==> config.mk <==
export PLATFORM = sky130hd
export DESIGN_NAME = exec_sequencer
export DESIGN_NICKNAME = d
export VERILOG_FILES = /design/src/rtl/exec_sequencer.sv
export SDC_FILE = /design/constraint.sdc
export NUM_CORES = 1
export LEC_CHECK = 0
export BUFFER_PORTS_ARGS = -buffer_cell sky130_fd_sc_hd__buf_4
export CORE_AREA = 3 3 73 110
export CTS_BUF_LIST = sky130_fd_sc_hd__clkbuf_2 sky130_fd_sc_hd__clkbuf_4 sky130_fd_sc_hd__clkbuf_8
export CTS_CLUSTER_DIAMETER = 60
export DETAILED_ROUTE_END_ITERATION = 8
export DIE_AREA = 0 0 76 113
export HOLD_SLACK_MARGIN = 0.03
export PLACE_DENSITY = 0.8
export REMOVE_ABC_BUFFERS = 1
export SYNTH_ARGS = -nofsm -noshare
export SYNTH_HDL_FRONTEND = slang
export SYNTH_SLANG_ARGS = --single-unit
==> constraint.sdc <==
create_clock -name clk -period 2.8 [get_ports clk]
set_input_delay 0.28 -clock clk [delete_from_list [all_inputs] [get_ports clk]]
set_output_delay 0.28 -clock clk [all_outputs]
set_load 0.005 [all_outputs]
==> src/rtl/exec_sequencer.sv <==
// Run/stop execution sequencer: walks each instruction through NUM_PHASES phases,
// stops only on instruction boundaries, and keeps cycle/instruction counters.
module exec_sequencer #(
  parameter int NUM_PHASES = 5,
  parameter int PC_WIDTH   = 16,
  parameter int CNT_WIDTH  = 32
) (
  input  logic                 clk,
  input  logic                 rst,
  input  logic                 exec,
  input  logic                 step_mode,
  input  logic                 hlt,
  input  logic                 stall,
  input  logic [PC_WIDTH-1:0]  pc,
  input  logic                 bp_en,
  input  logic [PC_WIDTH-1:0]  bp_addr,
  input  logic                 cnt_clr,
  output logic [3:0]           phase,
  output logic                 executing,
  output logic                 instr_done,
  output logic                 halted,
  output logic [1:0]           stop_cause,
  output logic [CNT_WIDTH-1:0] cycle_count,
  output logic [CNT_WIDTH-1:0] instr_count
);

  localparam logic [3:0] LAST_PHASE = 4'(NUM_PHASES);

  typedef enum logic {IDLE, RUN} state_t;

  state_t     state, state_n;
  logic [3:0] phase_n;
  logic [3:0] pend, pend_n, pend_all;   // {hlt, bp, step, user}
  logic [1:0] stop_cause_n;
  logic       halted_n;
  logic       sync1, sync2, sync_d;
  logic       press, bp_hit, step_hit, done_c;

  // Two-flop synchronizer plus one delay flop for falling-edge detection
  always_ff @(posedge clk) begin
    if (!rst) begin
      sync1  <= 1'b1;
      sync2  <= 1'b1;
      sync_d <= 1'b1;
    end else begin
      sync1  <= exec;
      sync2  <= sync1;
      sync_d <= sync2;
    end
  end

  assign press    = sync_d & ~sync2;
  assign bp_hit   = bp_en && (pc == bp_addr) && (phase == 4'd1);
  assign step_hit = step_mode && (phase == 4'd1);
  assign pend_all = pend | {hlt, bp_hit, step_hit, press};

  always_ff @(posedge clk) begin
    if (!rst) begin
      state      <= IDLE;
      phase      <= 4'd0;
      pend       <= 4'd0;
      stop_cause <= 2'd0;
      halted     <= 1'b0;
    end else begin
      state      <= state_n;
      phase      <= phase_n;
      pend       <= pend_n;
      stop_cause <= stop_cause_n;
      halted     <= halted_n;
    end
  end

  always_comb begin
    state_n      = state;
    phase_n      = phase;
    pend_n       = pend;
    stop_cause_n = stop_cause;
    halted_n     = halted;
    done_c       = 1'b0;
    case (state)
      IDLE: begin
        pend_n = 4'd0;
        if (press && !halted) begin
          state_n = RUN;
          phase_n = 4'd1;
        end
      end
      RUN: begin
        pend_n = pend_all;
        if (!stall) begin
          if (phase == LAST_PHASE) begin
            done_c = 1'b1;
            if (|pend_all) begin
              state_n = IDLE;
              phase_n = 4'd0;
              pend_n  = 4'd0;
              if (pend_all[3])      stop_cause_n = 2'd3;
              else if (pend_all[2]) stop_cause_n = 2'd2;
              else if (pend_all[1]) stop_cause_n = 2'd1;
              else                  stop_cause_n = 2'd0;
              if (pend_all[3]) halted_n = 1'b1;
            end else begin
              phase_n = 4'd1;
            end
          end else begin
            phase_n = phase + 4'd1;
          end
        end
      end
      default: begin
        state_n = IDLE;
        phase_n = 4'd0;
      end
    endcase
  end

  // Gated by rst so an instruction aborted by reset never reports completion
  assign instr_done = done_c & rst;
  assign executing  = (phase != 4'd0);

  always_ff @(posedge clk) begin
    if (!rst || cnt_clr) begin
      cycle_count <= '0;
      instr_count <= '0;
    end else begin
      if (executing)  cycle_count <= cycle_count + 1'b1;
      if (instr_done) instr_count <= instr_count + 1'b1;
    end
  end

endmodule

==> impl_metrics.yaml <==
setup_path:
  cp-start-kind: "flop"
  crit_arrival_ns: 2.87
  rrSetupSlack_ns: 0.21
  cp-startpoint: "phase[0]$_SDFFE_PN0P_"
  path_class: "reg -> reg"
  reg2regPathDepth: 6
  worst_ep_required_time_ns: 3.08
  worstReg2RegStart: "phase[0]$_SDFFE_PN0P_"
  cp-end-kind: "flop"
  r2r-end: "instr_count[27]$_SDFFE_PP0P_"
  path_max_fanout: 8
route:
  dr.pass1.iters: 4
  wl_mm: 9.25
  wl_per_cell_microns: 14.2
  via_per_inst: 5.40
  vias: 3518
  ant_nets: 0
  drtIter0Drc: 219
  drc: 0
yosys:
  netlist_area_sq_um: 3760
  synth.area.top_cells: "dfxtp_1, xor2_1, nor2_1"
  synth_flop_cell: "dfxtp_1"
  synth_top_area_share_pct: 42.1
  synth_edf_count: 0
  ys_ff_latch: 79
  async_flop_share_pct: 0
  synthCells: 436
  yosys.area.top_type: "dfxtp_1"
  seq_area_frac_synth_pct: 42.1
  syn_area_per_cell_sq_um: 8.62
  yosysWarnings: 0
  synth_cell_types: 49
layout:
  fin_area_sq_um: 4880
  antenna_cells: 0
  fillers: 633
  final_cell_mix: "buf_4, dfxtp_1, nor2_1, xor2_1, xnor2_1"
  drive_gt1_share_pct: 26.6
  final_common_cell: "buf_4"
  finalNetCount: 593
  syn2layout_area_growth_pct: 29.9
  utilization_pct: 68.0
timing:
  relSlewSlack_pct: 55.6
  fin_crit_ns: 2.59
  setup_viol: 0
  hold_slack_ns: 0.106
  hold_violations: 0
  fin_ws_ns: 0.207
  period_share_pct: 92.6
  fin_skew_ns: 0.00415
  totalNegativeSetupSlack_ns: 0
  rsz0062_at_grt: "no"
  tightest_slew_ns: 0.666
  drv_slew: 0
  timing.fmax_mhz: 386
placed_design:
  place_ws_ns: 0.224
  routabilityCongestion: 0.866
  placed_area_sq_um: 4680
  hpwlAfterDp_mm: 6.85
  port_buffers: 112
cts:
  cts_tree: "yes"
  clockBufferDepth: 2
  cts_buffers: 9
  cts_hold_buffers: 0
  clock_latency_ns: 0.35
  post_cts_buffers: 0
  post_cts_resized: 0
  cts_max_level: 3
  cts_root_buffer: "clkbuf_8"
  cts.sinks: 79
  path_clk_slew_ns: 0.08
die:
  die_area_sq_um: 8590
  ios: 113
  core_sq_um: 7180
  num_rows: 38
  fp.dieW_microns: 76
  start_util_pct: 52.4
  die_h_microns: 113
global_routing:
  grtUsageMet2_pct: 39.9
  grt_max_degree: 65
  grt-busiest-layer: "met2"
  grtUsageMet3_pct: 4.46
  grt_use_met1_pct: 23.6
  grt_usage_pct: 21.8
  overflow: 0
  antenna_found_initial: 0
  grt_pass1_wl_mm: 15.4
  grt_pass1_vias: 3367
worst_hold_path:
  min_to: "sync1$_SDFF_PN1_"
  min-delay-start: "exec"
  min_path_cells: 2
  hold_class: "in -> reg"
job:
  cap_violations: 0
power_and_ir_drop:
  vdd_drop_max_mv: 0.295
  p_leak_nw: 1.93
  power-per-cell-area_nw_per_um2: 430
status:
  status: "finished clean"
-- logic make-up (layout without fill, tap and decap cells) --
kind of cell | count (synthesis) | in the layout | share of synthesized area [%]
adder cells (fa/ha/maj) | 5 | 5 | 1.66
XOR/XNOR | 71 | 71 | 16.5
buffers and inverters | 30 | 146 | 3.46
AND/OR/NAND/NOR | 217 | 217 | 30.9
multiplexers | 1 | 1 | 0.266
AO/OA/AOI/OAI | 33 | 33 | 5.06
flip-flops | 79 | 79 | 42.1
-- how the worst max path moves through the flow --
stage / end / slack [ns] / cells past startpoint
floorplan: instr_count[27]$_SDFFE_PP0P_ / 0.37 / 6
global placement: instr_count[31]$_SDFFE_PP0P_ / 0.31 / 6
detailed placement: instr_count[27]$_SDFFE_PP0P_ / 0.22 / 6
CTS: instr_count[27]$_SDFFE_PP0P_ / 0.21 / 6
global route: instr_count[27]$_SDFFE_PP0P_ / 0.02 / 6
finish: instr_count[27]$_SDFFE_PP0P_ / 0.21 / 6
-- cell type report --
cell class / instances / area, sq um / area share, %
multi-input combinational: 327 / 2050 / 41.9
sequential: 79 / 1580 / 32.4
timing repair buffer: 117 / 878 / 18.0
clock buffer: 11 / 151 / 3.10
tap: 100 / 125 / 2.56
inverter: 14 / 52.6 / 1.08
clock inverter: 4 / 45.0 / 0.923
-- cells in the mapped netlist (all sizes together) (2+ instances only) --
master   n
nand2   25
nor2b    3
o21ai    8
nor2    73
or3b     2
nand3b   2
nor4    17
dfxtp   79
a21oi   16
xor2    42
xnor2   29
ha       5
nand2b   3
or3      6
nor3    11
and4     9
inv     14
clkbuf  14
nand3   24
nor4b    2
or4      5
and3     8
buf      2
nand4   21
-- per-stage QoR --
| stage | power [mW] | cells |
|---|---|---|
| 2_1_floorplan | 1.21 | 420 |
| 3_3_place_gp | 1.27 | 637 |
| 3_5_place_dp | 1.28 | 637 |
| 4_1_cts | 2.11 | 652 |
| 5_1_grt | 2.17 | 652 |
| 6_report | 2.10 | 652 |
-- layer usage --
metal / routed length, microns / part of all wire [%]
met1: 3670 / 40
met2: 4810 / 52
met3: 536 / 5.8
met4: 231 / 2.5
met5: 0 / 0
-- worst max-delay path, stage by stage (launching register included) --
cell	delay, ns
dfxtp_1	0.44
ha_1	0.31
nand3b_4	0.14
or4_4	0.59
or4_4	0.58
or3_1	0.32
a21oi_1	0.14
-- flip-flops by register name, indices dropped and copies added (netlist names) --
| name | count |
|---|---|
| cycle_count | 32 |
| instr_count | 32 |
| phase | 4 |
| state | 1 |
| sync_d | 1 |
| sync2 | 1 |
| halted | 1 |
| stop_cause | 2 |
| sync1 | 1 |
| pend | 4 |
-- power by group --
group | internal, mW | switching [mW] | leakage (nW)
sequential | 1.13 | 0.00495 | 0.637
combinational | 0.0619 | 0.0557 | 1.19
clock | 0.451 | 0.397 | 0.105
Power figures use the tool's default switching activity.
